===== config.mk =====
export PLATFORM = sky130hd
export DESIGN_NAME = pipelined_core_flat
export DESIGN_NICKNAME = d
export VERILOG_FILES = /design/src/rtl/core_pkg.sv /design/src/rtl/pipelined_core_if.sv /design/src/rtl/core_regfile.sv /design/src/rtl/pipelined_core.sv /design/src/flat_wrapper.sv
export SDC_FILE = /design/constraint.sdc
export NUM_CORES = 1
export LEC_CHECK = 0
export CAP_MARGIN = 20
export CORE_ASPECT_RATIO = 1.75
export CORE_MARGIN = 3
export CORE_UTILIZATION = 60
export CTS_CLUSTER_DIAMETER = 200
export DETAILED_ROUTE_END_ITERATION = 16
export GPL_TIMING_DRIVEN = 0
export PLACE_DENSITY = 0.81
export SLEW_MARGIN = 0
export SYNTH_ARGS = -nofsm -noshare
export SYNTH_HDL_FRONTEND = slang
export SYNTH_SLANG_ARGS = --single-unit

===== constraint.sdc =====
create_clock -name clk -period 17.6 [get_ports clk]
set_input_delay 3.52 -clock clk [delete_from_list [all_inputs] [get_ports clk]]
set_output_delay 3.52 -clock clk [all_outputs]
set_load 0.01 [all_outputs]

===== src/rtl/core_pkg.sv =====
// Shared definitions for the two-stage fetch/execute core: opcodes,
// instruction field positions and the execute-stage state encoding.
package core_pkg;

  localparam int INST_WIDTH = 32;
  localparam int OP_WIDTH   = 4;
  localparam int IMM_WIDTH  = 13;

  // Instruction field positions (LSB of each field)
  localparam int OP_LSB  = 28;
  localparam int RD_LSB  = 23;
  localparam int RS1_LSB = 18;
  localparam int RS2_LSB = 13;
  localparam int IMM_LSB = 0;

  localparam logic [OP_WIDTH-1:0] OP_NOP   = 4'd0;
  localparam logic [OP_WIDTH-1:0] OP_ADD   = 4'd1;
  localparam logic [OP_WIDTH-1:0] OP_SUB   = 4'd2;
  localparam logic [OP_WIDTH-1:0] OP_AND   = 4'd3;
  localparam logic [OP_WIDTH-1:0] OP_OR    = 4'd4;
  localparam logic [OP_WIDTH-1:0] OP_LOAD  = 4'd5;
  localparam logic [OP_WIDTH-1:0] OP_STORE = 4'd6;
  localparam logic [OP_WIDTH-1:0] OP_BEQ   = 4'd7;
  localparam logic [OP_WIDTH-1:0] OP_HALT  = 4'd8;

  typedef enum logic [1:0] {
    RUN      = 2'd0,
    MEM_WAIT = 2'd1,
    HALTED   = 2'd2
  } state_e;

  // Register-to-register ALU operations that write rd
  function automatic logic is_alu_op(input logic [OP_WIDTH-1:0] op);
    return op inside {OP_ADD, OP_SUB, OP_AND, OP_OR};
  endfunction

  // Operations that go through the data-memory handshake
  function automatic logic is_mem_op(input logic [OP_WIDTH-1:0] op);
    return op inside {OP_LOAD, OP_STORE};
  endfunction

endpackage


===== src/rtl/pipelined_core_if.sv =====
// Instruction-fetch and data-memory bus between the core (master) and the
// external memories (slave).
interface pipelined_core_if
  import core_pkg::*;
#(
  parameter int PC_WIDTH    = 5,
  parameter int DATA_WIDTH  = 8,
  parameter int DADDR_WIDTH = 5
);

  logic [PC_WIDTH-1:0]    imem_addr;
  logic [INST_WIDTH-1:0]  imem_data;
  logic                   dmem_req;
  logic                   dmem_we;
  logic [DADDR_WIDTH-1:0] dmem_addr;
  logic [DATA_WIDTH-1:0]  dmem_wdata;
  logic                   dmem_ack;
  logic [DATA_WIDTH-1:0]  dmem_rdata;

  modport master (
    output imem_addr, dmem_req, dmem_we, dmem_addr, dmem_wdata,
    input  imem_data, dmem_ack, dmem_rdata
  );

  modport slave (
    input  imem_addr, dmem_req, dmem_we, dmem_addr, dmem_wdata,
    output imem_data, dmem_ack, dmem_rdata
  );

endinterface


===== src/rtl/core_regfile.sv =====
// Register file: two combinational read ports, one synchronous write port.
// Register 0 is never written and always reads as zero.
module core_regfile #(
  parameter int DATA_WIDTH     = 8,
  parameter int REG_ADDR_WIDTH = 5
) (
  input  logic                      clk,
  input  logic                      rst_n,
  input  logic [REG_ADDR_WIDTH-1:0] i_raddr_a,
  output logic [DATA_WIDTH-1:0]     o_rdata_a,
  input  logic [REG_ADDR_WIDTH-1:0] i_raddr_b,
  output logic [DATA_WIDTH-1:0]     o_rdata_b,
  input  logic                      i_we,
  input  logic [REG_ADDR_WIDTH-1:0] i_waddr,
  input  logic [DATA_WIDTH-1:0]     i_wdata
);

  localparam int NUM_REGS = 1 << REG_ADDR_WIDTH;

  logic [DATA_WIDTH-1:0] r_mem [NUM_REGS];

  // Clear all registers on reset; write rd on the execute edge, never r0
  // NOTE: this array is cleared by reset because the architecture promises
  // zeroed registers, so it maps to flops rather than a RAM macro.
  // NOTE: state is assigned with <= so every flop samples pre-edge values.
  always_ff @(posedge clk or negedge rst_n) begin
    if (!rst_n) begin
      for (int i = 0; i < NUM_REGS; i++) begin
        r_mem[i] <= '0;
      end
    end else if (i_we && (i_waddr != '0)) begin
      r_mem[i_waddr] <= i_wdata;
    end
  end

  assign o_rdata_a = (i_raddr_a == '0) ? '0 : r_mem[i_raddr_a];
  assign o_rdata_b = (i_raddr_b == '0) ? '0 : r_mem[i_raddr_b];

endmodule


===== src/rtl/pipelined_core.sv =====
// Two-stage fetch/execute core. Fetch latches one instruction per cycle;
// execute decodes it, runs the ALU or branch, or launches a data-memory
// access and stalls in MEM_WAIT until the memory acknowledges.
module pipelined_core
  import core_pkg::*;
#(
  parameter int DATA_WIDTH     = 8,
  parameter int PC_WIDTH       = 5,
  parameter int REG_ADDR_WIDTH = 5,
  parameter int DADDR_WIDTH    = 5,
  parameter int RETIRE_WIDTH   = 16
) (
  input  logic                    clk,
  input  logic                    rst_n,
  pipelined_core_if.master        bus,
  output logic                    halted,
  output logic [RETIRE_WIDTH-1:0] retired
);

  // Architectural and pipeline state
  state_e                  r_state;
  logic [PC_WIDTH-1:0]     r_pc;
  logic [PC_WIDTH-1:0]     r_if_pc;
  logic [INST_WIDTH-1:0]   r_if_inst;
  logic                    r_if_valid;
  logic                    r_dmem_req;
  logic                    r_dmem_we;
  logic [DADDR_WIDTH-1:0]  r_dmem_addr;
  logic [DATA_WIDTH-1:0]   r_dmem_wdata;
  logic                    r_halted;
  logic [RETIRE_WIDTH-1:0] r_retired;

  // Decoded fields of the instruction in execute
  logic [OP_WIDTH-1:0]       w_op;
  logic [REG_ADDR_WIDTH-1:0] w_rd;
  logic [REG_ADDR_WIDTH-1:0] w_rs1;
  logic [REG_ADDR_WIDTH-1:0] w_rs2;
  logic [IMM_WIDTH-1:0]      w_imm;

  assign w_op  = r_if_inst[OP_LSB  +: OP_WIDTH];
  assign w_rd  = r_if_inst[RD_LSB  +: REG_ADDR_WIDTH];
  assign w_rs1 = r_if_inst[RS1_LSB +: REG_ADDR_WIDTH];
  assign w_rs2 = r_if_inst[RS2_LSB +: REG_ADDR_WIDTH];
  assign w_imm = r_if_inst[IMM_LSB +: IMM_WIDTH];

  // Register file read data and write-back controls
  logic [DATA_WIDTH-1:0]     w_rs1_val;
  logic [DATA_WIDTH-1:0]     w_rs2_val;
  logic                      w_rf_we;
  logic [REG_ADDR_WIDTH-1:0] w_rf_waddr;
  logic [DATA_WIDTH-1:0]     w_rf_wdata;

  core_regfile #(
    .DATA_WIDTH     (DATA_WIDTH),
    .REG_ADDR_WIDTH (REG_ADDR_WIDTH)
  ) u_regfile (
    .clk       (clk),
    .rst_n     (rst_n),
    .i_raddr_a (w_rs1),
    .o_rdata_a (w_rs1_val),
    .i_raddr_b (w_rs2),
    .o_rdata_b (w_rs2_val),
    .i_we      (w_rf_we),
    .i_waddr   (w_rf_waddr),
    .i_wdata   (w_rf_wdata)
  );

  // Sign-extended immediate arithmetic, truncated to the target width
  logic [DADDR_WIDTH-1:0] w_mem_addr;
  logic [PC_WIDTH-1:0]    w_branch_pc;
  logic                   w_branch_taken;
  logic                   w_exec;
  logic                   w_ack;

  assign w_mem_addr     = DADDR_WIDTH'(w_rs1_val) + DADDR_WIDTH'($signed(w_imm));
  assign w_branch_pc    = r_if_pc + PC_WIDTH'($signed(w_imm));
  assign w_branch_taken = (w_op == OP_BEQ) && (w_rs1_val == w_rs2_val);
  assign w_exec         = (r_state == RUN) && r_if_valid;
  assign w_ack          = (r_state == MEM_WAIT) && bus.dmem_ack;

  // ALU: modulo 2^DATA_WIDTH, no flags
  logic [DATA_WIDTH-1:0] w_alu;

  // Combinational ALU result for the instruction in execute
  // NOTE: every always_comb output gets a default first so no path leaves
  // it unassigned, which would otherwise infer a latch.
  always_comb begin
    w_alu = '0;
    case (w_op)
      OP_NOP:  w_alu = '0;
      OP_ADD:  w_alu = w_rs1_val + w_rs2_val;
      OP_SUB:  w_alu = w_rs1_val - w_rs2_val;
      OP_AND:  w_alu = w_rs1_val & w_rs2_val;
      OP_OR:   w_alu = w_rs1_val | w_rs2_val;
      default: w_alu = '0;
    endcase
  end

  // Write-back select: ALU result on execute, load data on the ack edge
  always_comb begin
    w_rf_we    = 1'b0;
    w_rf_waddr = w_rd;
    w_rf_wdata = w_alu;
    if (w_exec && is_alu_op(w_op)) begin
      w_rf_we = 1'b1;
    end else if (w_ack && !r_dmem_we) begin
      w_rf_we    = 1'b1;
      w_rf_wdata = bus.dmem_rdata;
    end
  end

  // Fetch/execute control FSM with registered memory-bus outputs
  always_ff @(posedge clk or negedge rst_n) begin
    if (!rst_n) begin
      r_state      <= RUN;
      r_pc         <= '0;
      r_if_pc      <= '0;
      r_if_inst    <= '0;
      r_if_valid   <= 1'b0;
      r_dmem_req   <= 1'b0;
      r_dmem_we    <= 1'b0;
      r_dmem_addr  <= '0;
      r_dmem_wdata <= '0;
      r_halted     <= 1'b0;
      r_retired    <= '0;
    end else begin
      case (r_state)
        RUN: begin
          if (r_if_valid && is_mem_op(w_op)) begin
            // Launch the access; pc and the fetched instruction hold
            r_dmem_req   <= 1'b1;
            r_dmem_we    <= (w_op == OP_STORE);
            r_dmem_addr  <= w_mem_addr;
            r_dmem_wdata <= w_rs2_val;
            r_state      <= MEM_WAIT;
          end else if (r_if_valid && (w_op == OP_HALT)) begin
            r_state   <= HALTED;
            r_halted  <= 1'b1;
            r_retired <= r_retired + RETIRE_WIDTH'(1);
          end else begin
            if (r_if_valid) begin
              r_retired <= r_retired + RETIRE_WIDTH'(1);
            end
            if (r_if_valid && w_branch_taken) begin
              // Redirect and squash the instruction fetched alongside
              r_pc       <= w_branch_pc;
              r_if_valid <= 1'b0;
            end else begin
              r_if_inst  <= bus.imem_data;
              r_if_pc    <= r_pc;
              r_if_valid <= 1'b1;
              r_pc       <= r_pc + PC_WIDTH'(1);
            end
          end
        end
        MEM_WAIT: begin
          if (bus.dmem_ack) begin
            // Memory op complete; fetch restarts from the held pc
            r_dmem_req <= 1'b0;
            r_state    <= RUN;
            r_if_valid <= 1'b0;
            r_retired  <= r_retired + RETIRE_WIDTH'(1);
          end
        end
        HALTED: begin
          r_state <= HALTED;
        end
        default: begin
          r_state <= RUN;
        end
      endcase
    end
  end

  assign bus.imem_addr  = r_pc;
  assign bus.dmem_req   = r_dmem_req;
  assign bus.dmem_we    = r_dmem_we;
  assign bus.dmem_addr  = r_dmem_addr;
  assign bus.dmem_wdata = r_dmem_wdata;
  assign halted         = r_halted;
  assign retired        = r_retired;

endmodule


===== src/flat_wrapper.sv =====
// flat-port wrapper written by rule: the top's interface ports become plain ports
module pipelined_core_flat import core_pkg::*;
#(
  parameter int DATA_WIDTH     = 8,
  parameter int PC_WIDTH       = 5,
  parameter int REG_ADDR_WIDTH = 5,
  parameter int DADDR_WIDTH    = 5,
  parameter int RETIRE_WIDTH   = 16
)
  (clk, rst_n, halted, retired, bus_imem_addr, bus_dmem_req, bus_dmem_we, bus_dmem_addr, bus_dmem_wdata, bus_imem_data, bus_dmem_ack, bus_dmem_rdata);
  pipelined_core_if #(.PC_WIDTH(PC_WIDTH), .DATA_WIDTH(DATA_WIDTH), .DADDR_WIDTH(DADDR_WIDTH)) bus_i ();
  input  logic clk;
  input  logic rst_n;
  output logic halted;
  output logic [RETIRE_WIDTH-1:0] retired;
  output wire logic [$bits(bus_i.imem_addr)-1:0] bus_imem_addr;
  output wire logic [$bits(bus_i.dmem_req)-1:0] bus_dmem_req;
  output wire logic [$bits(bus_i.dmem_we)-1:0] bus_dmem_we;
  output wire logic [$bits(bus_i.dmem_addr)-1:0] bus_dmem_addr;
  output wire logic [$bits(bus_i.dmem_wdata)-1:0] bus_dmem_wdata;
  input wire logic [$bits(bus_i.imem_data)-1:0] bus_imem_data;
  input wire logic [$bits(bus_i.dmem_ack)-1:0] bus_dmem_ack;
  input wire logic [$bits(bus_i.dmem_rdata)-1:0] bus_dmem_rdata;
  assign bus_imem_addr = bus_i.imem_addr;
  assign bus_dmem_req = bus_i.dmem_req;
  assign bus_dmem_we = bus_i.dmem_we;
  assign bus_dmem_addr = bus_i.dmem_addr;
  assign bus_dmem_wdata = bus_i.dmem_wdata;
  assign bus_i.imem_data = bus_imem_data;
  assign bus_i.dmem_ack = bus_dmem_ack;
  assign bus_i.dmem_rdata = bus_dmem_rdata;
  pipelined_core #(.DATA_WIDTH(DATA_WIDTH), .PC_WIDTH(PC_WIDTH), .REG_ADDR_WIDTH(REG_ADDR_WIDTH), .DADDR_WIDTH(DADDR_WIDTH), .RETIRE_WIDTH(RETIRE_WIDTH)) u_core (.clk(clk), .rst_n(rst_n), .bus(bus_i), .halted(halted), .retired(retired));
endmodule

# Word-level counts from Yosys, hierarchy flattened
# Index checks and enable logic that the tools add are counted.
dict set report word_totals {
  output_inout_bits 37
  in_bits 43
  register_bits 333
  wordCells 137
}
dict set report classes {
  eq_ne 17
  add_sub_neg 6
  n_bitwise 8
  muxes 33
  n_reduce_logical 26
  magnitude_cmp 4
}
# cell count
set op_table {}
lappend op_table {{256-bit bitwise mux} 1}
lappend op_table {{8-bit binary-select mux with 5-bit select} 2}
lappend op_table {{8-bit two-way mux} 9}
lappend op_table {{16-bit two-way mux} 4}
lappend op_table {{8-bit demux with 5-bit select} 1}
lappend op_table {{16-bit case mux with 2 select lines} 1}
lappend op_table {{8-bit case mux with 4 select lines} 1}
lappend op_table {{6-bit greater-or-equal comparator (second input constant)} 3}
lappend op_table {{5-bit NOT with 6-bit output} 3}
lappend op_table {{16-bit by 1-bit adder with 16-bit output (second input constant)} 1}
lappend op_table {{4-bit by 3-bit equality test with 1-bit output (second input constant)} 4}
lappend op_table {{4-bit AND reduction} 3}
lappend op_table {{5-bit adder} 2}
lappend op_table {{1-bit logical AND} 10}
lappend op_table {{5-bit zero test} 2}
lappend op_table {{3-bit AND reduction} 3}
lappend op_table {{8-bit adder} 1}
lappend op_table {{8-bit bitwise AND} 1}
lappend op_table {{4-bit by 2-bit equality test with 1-bit output (second input constant)} 2}
lappend op_table {{8-bit equality test} 1}
lappend op_table {{2-bit inequality test (second input constant)} 4}
lappend op_table {{8-bit bitwise OR} 1}
lappend op_table {{8-bit subtractor} 1}
lappend op_table {{1-bit two-way mux} 7}
lappend op_table {{19 further kinds} 26}

# Depth between registers and ports, before layout
# Gate-level depths: netlist (run 1).
dict set report logic_depth {
  word_depth 12
  mapped_depth 22
}

# Modules after synthesis
# From an unflattened synthesis (run 1), not the netlist that was laid out.
dict set report unflattened {
  hier_cells 1408
  hier_area_um2 18775.5
}
# mod area_each_um2 cells_each n_inst
set modules_own_cells {}
lappend modules_own_cells {core_regfile 14276.2 974 1}
lappend modules_own_cells {pipelined_core 4499.3 434 1}

# Least setup slack after synthesis (run 1)
# OpenSTA, ideal clock, no wires.
dict set report synth_timing {
  kind {flip-flop to flip-flop}
  startpoint {register u_core.r_if_inst[18]}
  endpoint {register u_core.u_regfile.r_mem[14] (netlist bit)}
  path_stages_with_launch 21
  setup_ps 132
  t_arrival_ps 5444
  path_buffers 5
  setup_slack_ps 12023
  path_cell_list {dfrtp_1 buf_2 buf_2 clkbuf_1 buf_2 mux4_2 mux4_2 nand2_1 a21oi_1 ha_1 fa_1 nor2b_1 o21ai_1 nand2_1 a21o_1 a21oi_1 xnor2_1 a221o_1 a211oi_1 clkbuf_1 o21ai_1}
}
dict set report synth_between {
  elab_chain_len 10
  elab_cells_between_ends 14
  cone_classes {add/sub: 2; mux: 8; bitwise: 3; reduce/logical: 1}
}
# element line_no
set synth_rtl {}
lappend synth_rtl {{from (decl)} pipelined_core.sv:24} ;# logic [INST_WIDTH-1:0] r_if_inst;
lappend synth_rtl {{from (signal assigned)} pipelined_core.sv:149} ;# r_if_inst <= bus.imem_data;
lappend synth_rtl {{5-bit NOT with 6-bit output (implied by the code)} core_regfile.sv:36} ;# assign o_rdata_a = (i_raddr_a == '0) ? '0 : r_mem[i_raddr_a];
lappend synth_rtl {{8-bit binary-select mux with 5-bit select} core_regfile.sv:36}
lappend synth_rtl {{8-bit two-way mux (implied by the code) (2 in series)} core_regfile.sv:36}
lappend synth_rtl {{8-bit two-way mux *} core_regfile.sv:36}
lappend synth_rtl {{8-bit subtractor (tied with other cells)} pipelined_core.sv:92} ;# OP_SUB: w_alu = w_rs1_val - w_rs2_val;
lappend synth_rtl {{8-bit case mux with 4 select lines *} pipelined_core.sv:89} ;# case (w_op)
lappend synth_rtl {{8-bit two-way mux} pipelined_core.sv:106} ;# end else if (w_ack && !r_dmem_we) begin
lappend synth_rtl {{8-bit two-way mux *} pipelined_core.sv:104} ;# if (w_exec && is_alu_op(w_op)) begin
lappend synth_rtl {{256-bit bitwise mux *} core_regfile.sv:32} ;# r_mem[i_waddr] <= i_wdata;
lappend synth_rtl {{to (signal, indexed assignment)} core_regfile.sv:32}
lappend synth_rtl {{to (decl)} core_regfile.sv:20} ;# logic [DATA_WIDTH-1:0] r_mem [NUM_REGS];
# Mark *: on every way between the ends. The rest lies on a longest branch, timed or not. The select of a mux whose other input is x is not followed.
# A chain may end at the register's enable or synchronous reset.

# Final worst setup path (run 1)
dict set report layout_timing {
  startpoint {register u_core.r_if_inst[18]}
  endpoint {register u_core.u_regfile.r_mem[230] (netlist bit)}
}
# The elaborated chain is that of the path after synthesis.

==> flow_metrics.env, run 1 <==
export IMPL_cts_max_level=1
export IMPL_placedCellCount=1916
export IMPL_fmax_mhz=128.1
export IMPL_whs_path_depth=1
export IMPL_final_hold_viol_count=0
export IMPL_cts_resized=0
export IMPL_tightest_slew_ps=1154
export IMPL_antenna_cells_inserted=0
export IMPL_vias_per_cell=6.675
export IMPL_clock_latency_ps=560
export IMPL_r2r_start="u_core.r_if_inst[18]"
export IMPL_seq_power_share_pct=33.7
export IMPL_grt_overflow_total=0
export IMPL_routed_via_count=13140
export IMPL_syn_avg_cell_area_um2=12.03
export IMPL_clkPwrFrac_pct=21.1
export IMPL_syn_num_nets=1539
export IMPL_path_max_fanout=10
export IMPL_synth_edff_count=0
export IMPL_power_frac_comb_pct=45.2
export IMPL_drt_total_wl_mm=51.24
export IMPL_reg2regPathDepth=22
export IMPL_num_rows=82
export IMPL_cp_slowest_cell="a211oi_1"
export IMPL_p_leak_nw=8.547
export IMPL_grt_antenna_before_repair=0
export IMPL_ys_warn_count=0
export IMPL_cts_clk_slew_worst_paths_ps=70
export IMPL_clock_sinks=325
export IMPL_post_route_period_util_pct=44.37
export IMPL_die_height_um=232.4
export IMPL_firstDrtPassIters=9
export IMPL_maxCapViolCount=0
export IMPL_synth_top_cell_area_share_pct=46.27
export IMPL_intPower_mw=1.756
export IMPL_cp_endpoint="u_core.u_regfile.r_mem[230]"
export IMPL_outcome="finished, final reports clean"
export IMPL_io_buffers=71
export IMPL_nets=1650
export IMPL_drtAntennaViolNets=0
export IMPL_core_area_um2=28730
export IMPL_area_growth_pct=12.81
export IMPL_startpoint_type="flip-flop"
export IMPL_final_cells=1969
export IMPL_synth_distinct_cells=62
export IMPL_relSlewSlack_pct=23.04
export IMPL_p_per_area_nw_per_um2=147.0
export IMPL_rsz0062_at_grt="no"
export IMPL_arrival_ps=8230
export IMPL_synth_seq_area_share_pct=46.27
export IMPL_min_period_ps=7809
export IMPL_clk_path_buf_depth=3
export IMPL_yosysTopAreaCell="dfrtp_1"
export IMPL_cts_tree="yes"
export IMPL_ir_drop_v=0.0001204
export IMPL_drive_above_1_share_pct=21.87
export IMPL_drv_slew=0
export IMPL_drtIter0Drc=1265
export IMPL_r2r_end="u_core.u_regfile.r_mem[230]"
export IMPL_synth_most_common_cell="dfrtp_1"
export IMPL_synth_top_cells_by_count="dfrtp_1, nand2_1, mux4_2"
export IMPL_ys_ff_latch=325
export IMPL_crit_chain="buf_2, buf_2, clkbuf_1, buf_2, mux4_2, mux4_2, nand2_1, a21oi_1, inv_1, ha_1, inv_1, fa_1, a21oi_1, nor2_1, nor2_1, o21bai_1, a21oi_1, xnor2_1, nor3_1, a211oi_1, clkbuf_1, o21ai_1"
export IMPL_synth_cells=1461
export IMPL_cts_made_buffers=29
export IMPL_boundaryPins=80
export IMPL_grt_use_total_pct=32.86
export IMPL_end_kind="flip-flop"
export IMPL_drc_errors=0
export IMPL_reg2reg_setup_slack_ps=9790
export IMPL_ctsHoldBuffers=0
export IMPL_avgRoutedWirePerCell_um=26.02
export IMPL_syn_area_um2=17580
export IMPL_start_util_pct=61.19
export IMPL_setup_viol=0
export IMPL_switching_share_pct=39.74
export IMPL_grt_pass1_vias=14250
export IMPL_min_path_type="flip-flop to flip-flop"
export IMPL_gp_congestion=0.9616
export IMPL_synth_area_leaders="dfrtp_1, mux4_2, mux2_2, nand2_1, o21ai_0"
export IMPL_criticalPathCategory="flip-flop to flip-flop"
export IMPL_ys_flop_type="dfrtp_1"
export IMPL_grt_pass1_wl_mm=77.85
export IMPL_root_buffer="clkbuf_16"
export IMPL_die_area_um2=31470
export IMPL_cp_startpoint="u_core.r_if_inst[18]"
export IMPL_switchingPower_mw=1.158
export IMPL_finalClockSkew_ps=18.20
export IMPL_post_dp_hpwl_mm=37.21
export IMPL_dpl_worst_slack_ps=10020
export IMPL_crit_path_max_incr_delay_ps=880
export IMPL_die_w_um=135.4
export IMPL_worst_ep_required_time_ps=18020
export IMPL_cts_setup_buffers=0
export IMPL_worst_slack_ps=9791
export IMPL_ys_async_sr_fraction_pct=100.0
export IMPL_grt_max_degree=123
how the worst min path moves through the flow:
stage,start,endpoint
finish,u_core.retired[15],u_core.retired[15]
global route,u_core.halted,u_core.halted
CTS,u_core.retired[15],u_core.retired[15]
detailed placement,u_core.halted,u_core.halted
global placement,u_core.halted,u_core.halted
floorplan,u_core.u_regfile.r_mem[248],u_core.u_regfile.r_mem[248]
layout make-up:
cell class / count / area [µm²]
tap: 378 / 473.0
sequential: 325 / 8133
inverter: 39 / 146.4
fill: 2003 / 8899
timing repair buffer: 80 / 880.8
clock buffer: 39 / 833.3
multi-input combinational: 975 / 8803
clock inverter: 11 / 57.56
buffer: 122 / 501.7
sequential cells by signal (all words and copies together), names as in the netlist, 2 cells and up:
register                cells
u_core.bus.dmem_addr        5
u_core.bus.dmem_wdata       8
u_core.bus.imem_addr        5
u_core.r_if_inst           24
u_core.r_if_pc              5
u_core.r_state              2
u_core.retired             16
u_core.u_regfile.r_mem    256
critical path, delay by kind of cell (launching register included):
family / cells / cell delay (ps)
XOR/XNOR: 1 / 140
multiplexers: 2 / 1090
flip-flops: 1 / 430
AND/OR/NAND/NOR: 4 / 510
adder cells (fa/ha/maj): 2 / 750
buffers and inverters: 7 / 3030
AO/OA/AOI/OAI: 6 / 1710
power groups by stage:
stage | sequential, mW | clock (mW) | combinational (mW)
after CTS | 0.979 | 0.615 | 1.28
after global placement | 0.982 | 0 | 1.23
final | 0.983 | 0.614 | 1.32
after global routing | 0.996 | 0.643 | 1.39
after detailed placement | 0.991 | 0 | 1.28
after floorplan | 0.967 | 0 | 0.850
layout by cell type (no fill, tap or decap), types with 21 or more instances in the layout:
master	instances
dfrtp_1	325
nand2_1	253
mux4_2	157
o21ai_0	138
clkbuf_1	104
mux2_2	97
clkdlybuf4s50_1	70
o21ai_1	48
inv_1	37
a21oi_1	35
nor2_1	34
ha_1	31
clkbuf_16	29
mux2_4	21
per-layer routing:
metal	wire length, µm	GRT usage (%)	share of wire (%)	up-vias
met2	26760	57.81	52	804
met1	15760	32.83	31	6498
met4	5341	28.72	10	0
met3	3379	5.474	6.6	316
li1	-	-	-	5525
met5	0	0	0	-
logic make-up (layout without fill, tap and decap cells):
family                   after synthesis  in the layout  share of synthesized area [%]
AO/OA/AOI/OAI                        269            269                          8.477
XOR/XNOR                              28             28                          1.395
adder cells (fa/ha/maj)               35             35                          2.662
buffers and inverters                161            291                          3.687
flip-flops                           325            325                          46.27
multiplexers                         283            283                          28.61
AND/OR/NAND/NOR                      360            360                          8.905
per-stage QoR:
stage	cell area, µm²	total power [mW]	hold slack, ps	util (%)	TNS, ps
5_1_grt	19830	3.028	491.2	69.02	0
6_report	19830	2.914	466.9	69.02	0
3_5_place_dp	18890	2.267	460.5	65.77	0
4_1_cts	19780	2.877	474.1	68.87	0
2_1_floorplan	17580	1.817	441.3	-	0
3_3_place_gp	18760	2.210	448.1	65.31	-163340
No activity file was read; power rests on OpenSTA's default activity.
==> run 2: changes to the inputs <==
--- a/config.mk
+++ b/config.mk
@@ -8,11 +8,11 @@
 export CAP_MARGIN = 20
 export CORE_ASPECT_RATIO = 1.75
 export CORE_MARGIN = 3
-export CORE_UTILIZATION = 60
+export CORE_UTILIZATION = 55
 export CTS_CLUSTER_DIAMETER = 200
 export DETAILED_ROUTE_END_ITERATION = 16
 export GPL_TIMING_DRIVEN = 0
-export PLACE_DENSITY = 0.81
+export PLACE_DENSITY = 0.78
 export SLEW_MARGIN = 0
 export SYNTH_ARGS = -nofsm -noshare
 export SYNTH_HDL_FRONTEND = slang
==> constraint.sdc (replaced) <==
create_clock -name clk -period 6.7 [get_ports clk]
set_input_delay 1.34 -clock clk [delete_from_list [all_inputs] [get_ports clk]]
set_output_delay 1.34 -clock clk [all_outputs]
set_load 0.01 [all_outputs]
==> run 2 against run 1 <==
Via count is 3.1% lower. Register-to-register slack worse by 9600 ps. Final cell count is 0.86% higher. Die area is 8.8% higher. Cell area is 0.80% higher. Critical endpoint is now u_core.u_regfile.r_mem[190]. Largest cell class unchanged.
==> flow_metrics.env, run 2 (same netlist as run 1, synthesis figures left out) <==
export IMPL_routed_via_count=12740
export IMPL_dpl_worst_slack_ps=-1092
export IMPL_switchingPower_mw=3.032
export IMPL_grt_use_total_pct=29.74
export IMPL_final_common_cell="dfrtp_1"
export IMPL_seq_power_share_pct=33.0
export IMPL_clkPwrFrac_pct=23.3
export IMPL_firstDrtPassIters=5
export IMPL_relSlewSlack_pct=28.08
export IMPL_drc_errors=0
export IMPL_boundaryPins=80
export IMPL_power_total_mw=7.824
export IMPL_root_buffer="clkbuf_16"
export IMPL_post_dp_hpwl_mm=37.89
export IMPL_drv_slew=0
export IMPL_nets=1645
export IMPL_io_buffers=71
export IMPL_startpoint_type="flip-flop"
export IMPL_num_rows=86
export IMPL_finalClockSkew_ps=11.42
export IMPL_final_hold_viol_count=0
export IMPL_intPower_mw=4.792
export IMPL_drtIter0Drc=1132
export IMPL_worst_ep_required_time_ps=7130
export IMPL_arrival_ps=6960
export IMPL_die_area_um2=34230
export IMPL_cts_made_buffers=29
export IMPL_grt_antenna_before_repair=0
export IMPL_criticalPathCategory="flip-flop to flip-flop"
export IMPL_end_kind="flip-flop"
export IMPL_grt_max_degree=129
export IMPL_switching_share_pct=38.75
export IMPL_gp_congestion=0.9436
export IMPL_path_max_fanout=19
export IMPL_die_w_um=141.1
export IMPL_tightest_slew_ps=1079
export IMPL_fmax_mhz=153.2
export IMPL_cts_tree="yes"
export IMPL_largest_register_ffs=256
export IMPL_avgRoutedWirePerCell_um=25.30
export IMPL_grtUsageMet3_pct=4.306
export IMPL_cts_max_level=1
export IMPL_power_frac_comb_pct=43.7
export IMPL_met2_usage_pct=53.41
export IMPL_ctsHoldBuffers=0
export IMPL_area_growth_pct=13.70
export IMPL_clk_path_buf_depth=3
export IMPL_largest_register="u_core.u_regfile.r_mem"
export IMPL_rsz0062_at_grt="no"
export IMPL_p_leak_nw=8.602
export IMPL_die_height_um=242.5
export IMPL_grt_overflow_total=0
export IMPL_outcome="finished, final reports clean"
export IMPL_grt_pass1_vias=13680
export IMPL_drive_above_1_share_pct=22.26
export IMPL_maxCapViolCount=0
export IMPL_setup_viol=0
export IMPL_p_per_area_nw_per_um2=391.4
export IMPL_start_util_pct=55.75
export IMPL_final_cell_mix="dfrtp_1, nand2_1, mux4_2"
export IMPL_worst_slack_ps=171.0
export IMPL_grt_pass1_wl_mm=77.43
export IMPL_clock_latency_ps=570
export IMPL_drt_total_wl_mm=50.25
export IMPL_antenna_cells_inserted=0
export IMPL_drtAntennaViolNets=0
export IMPL_clock_sinks=325
export IMPL_min_path_type="flip-flop to flip-flop"
export IMPL_vias_per_cell=6.415
export IMPL_grt_use_met1_pct=30.53
export IMPL_busiest_layer="met2"
export IMPL_core_area_um2=31530
export IMPL_post_route_period_util_pct=97.45
export IMPL_ir_drop_v=0.0004071
export IMPL_cts_clk_slew_worst_paths_ps=70
export IMPL_min_period_ps=6529
run 2: cell count changes in the layout (fill, tap and decap cells not counted), moves of 2 or more:
| cell | before | now |
|---|---|---|
| buf_1 | 11 | 6 |
| bufinv_16 | 0 | 5 |
| clkbuf_4 | 0 | 2 |
| clkbuf_8 | 7 | 5 |
| clkdlybuf4s15_2 | 0 | 3 |
| clkinv_2 | 10 | 3 |
| inv_6 | 0 | 2 |
run 2: worst paths after layout:
path / endpoint / depth (start not counted) / start / slack (ps)
setup / recovery: u_core.u_regfile.r_mem[190] / 21 / u_core.r_if_inst[19] / 170
hold / removal: u_core.retired[15] / 1 / u_core.retired[15] / 470
setup reg to reg: u_core.u_regfile.r_mem[190] / 21 / u_core.r_if_inst[19] / 170
hold reg to reg: u_core.retired[15] / 1 / u_core.retired[15] / 470
max in group asynchronous: u_core.u_regfile.r_mem[234] / 3 / rst_n / 4370
min in group asynchronous: u_core.retired[13] / 1 / rst_n / 750
run 2: critical path, cell delays in order, from the launching register on:
cell and delay, ps:
dfrtp_1 330, clkbuf_1 300, clkbuf_1 600, buf_2 650
mux4_2 410, mux4_2 490, nand2_1 90, a21oi_1 190
inv_1 180, ha_1 310, inv_1 90, fa_1 440
a21oi_1 180, nor2_1 60, nor2_1 390, o21bai_1 120
a21oi_1 200, xnor2_1 140, nor3_1 70, a211oi_2 530
buf_1 430, o21ai_1 160
run 2: timing repair:
| action | in CTS | in global routing |
|---|---|---|
| setup buffers | 0 | 0 |
| gates cloned | 0 | 0 |
| gates resized for setup | 14 | 10 |
| setup endpoints to repair | 175 | 60 |
run 2: cell type report:
type	instances	area, µm²
repair buffers	80	860.8
multi-input cells	975	8808
inverters	39	146.4
plain buffers	117	520.5
clock inverters	12	197.7
clock buffers	42	824.5
flip-flops and latches	325	8133
fillers	2354	11540
well taps	396	495.5
run 2: per-layer routing:
metal | up-vias | part of all wire [%]
met5 | - | 0
met4 | 0 | 8.9
met3 | 231 | 5.8
met2 | 620 | 54
met1 | 6373 | 32
li1 | 5517 | -
run 2: power by group through the flow:
| stage | sequential, mW | clock (mW) | combinational [mW] |
|---|---|---|---|
| floorplan | 2.54 | 0 | 2.23 |
| finish | 2.58 | 1.82 | 3.42 |
| global placement | 2.58 | 0 | 3.26 |
| global route | 2.62 | 1.91 | 3.62 |
| detailed placement | 2.61 | 0 | 3.36 |
| CTS | 2.58 | 1.83 | 3.38 |
run 2: per-stage QoR:
step / hold slack, ps / TNS (ps) / utilization [%] / cell area (µm²) / std cells
floorplan: 441.3 / 0 / - / 17580 / 1461
global placement: 452.0 / -3102500 / 59.58 / 18780 / 1928
detailed placement: 466.7 / -75660 / 59.98 / 18910 / 1935
CTS: 478.7 / 0 / 63.34 / 19970 / 1986
global route: 498.2 / 0 / 63.39 / 19990 / 1986
finish: 472.4 / 0 / 63.39 / 19990 / 1986
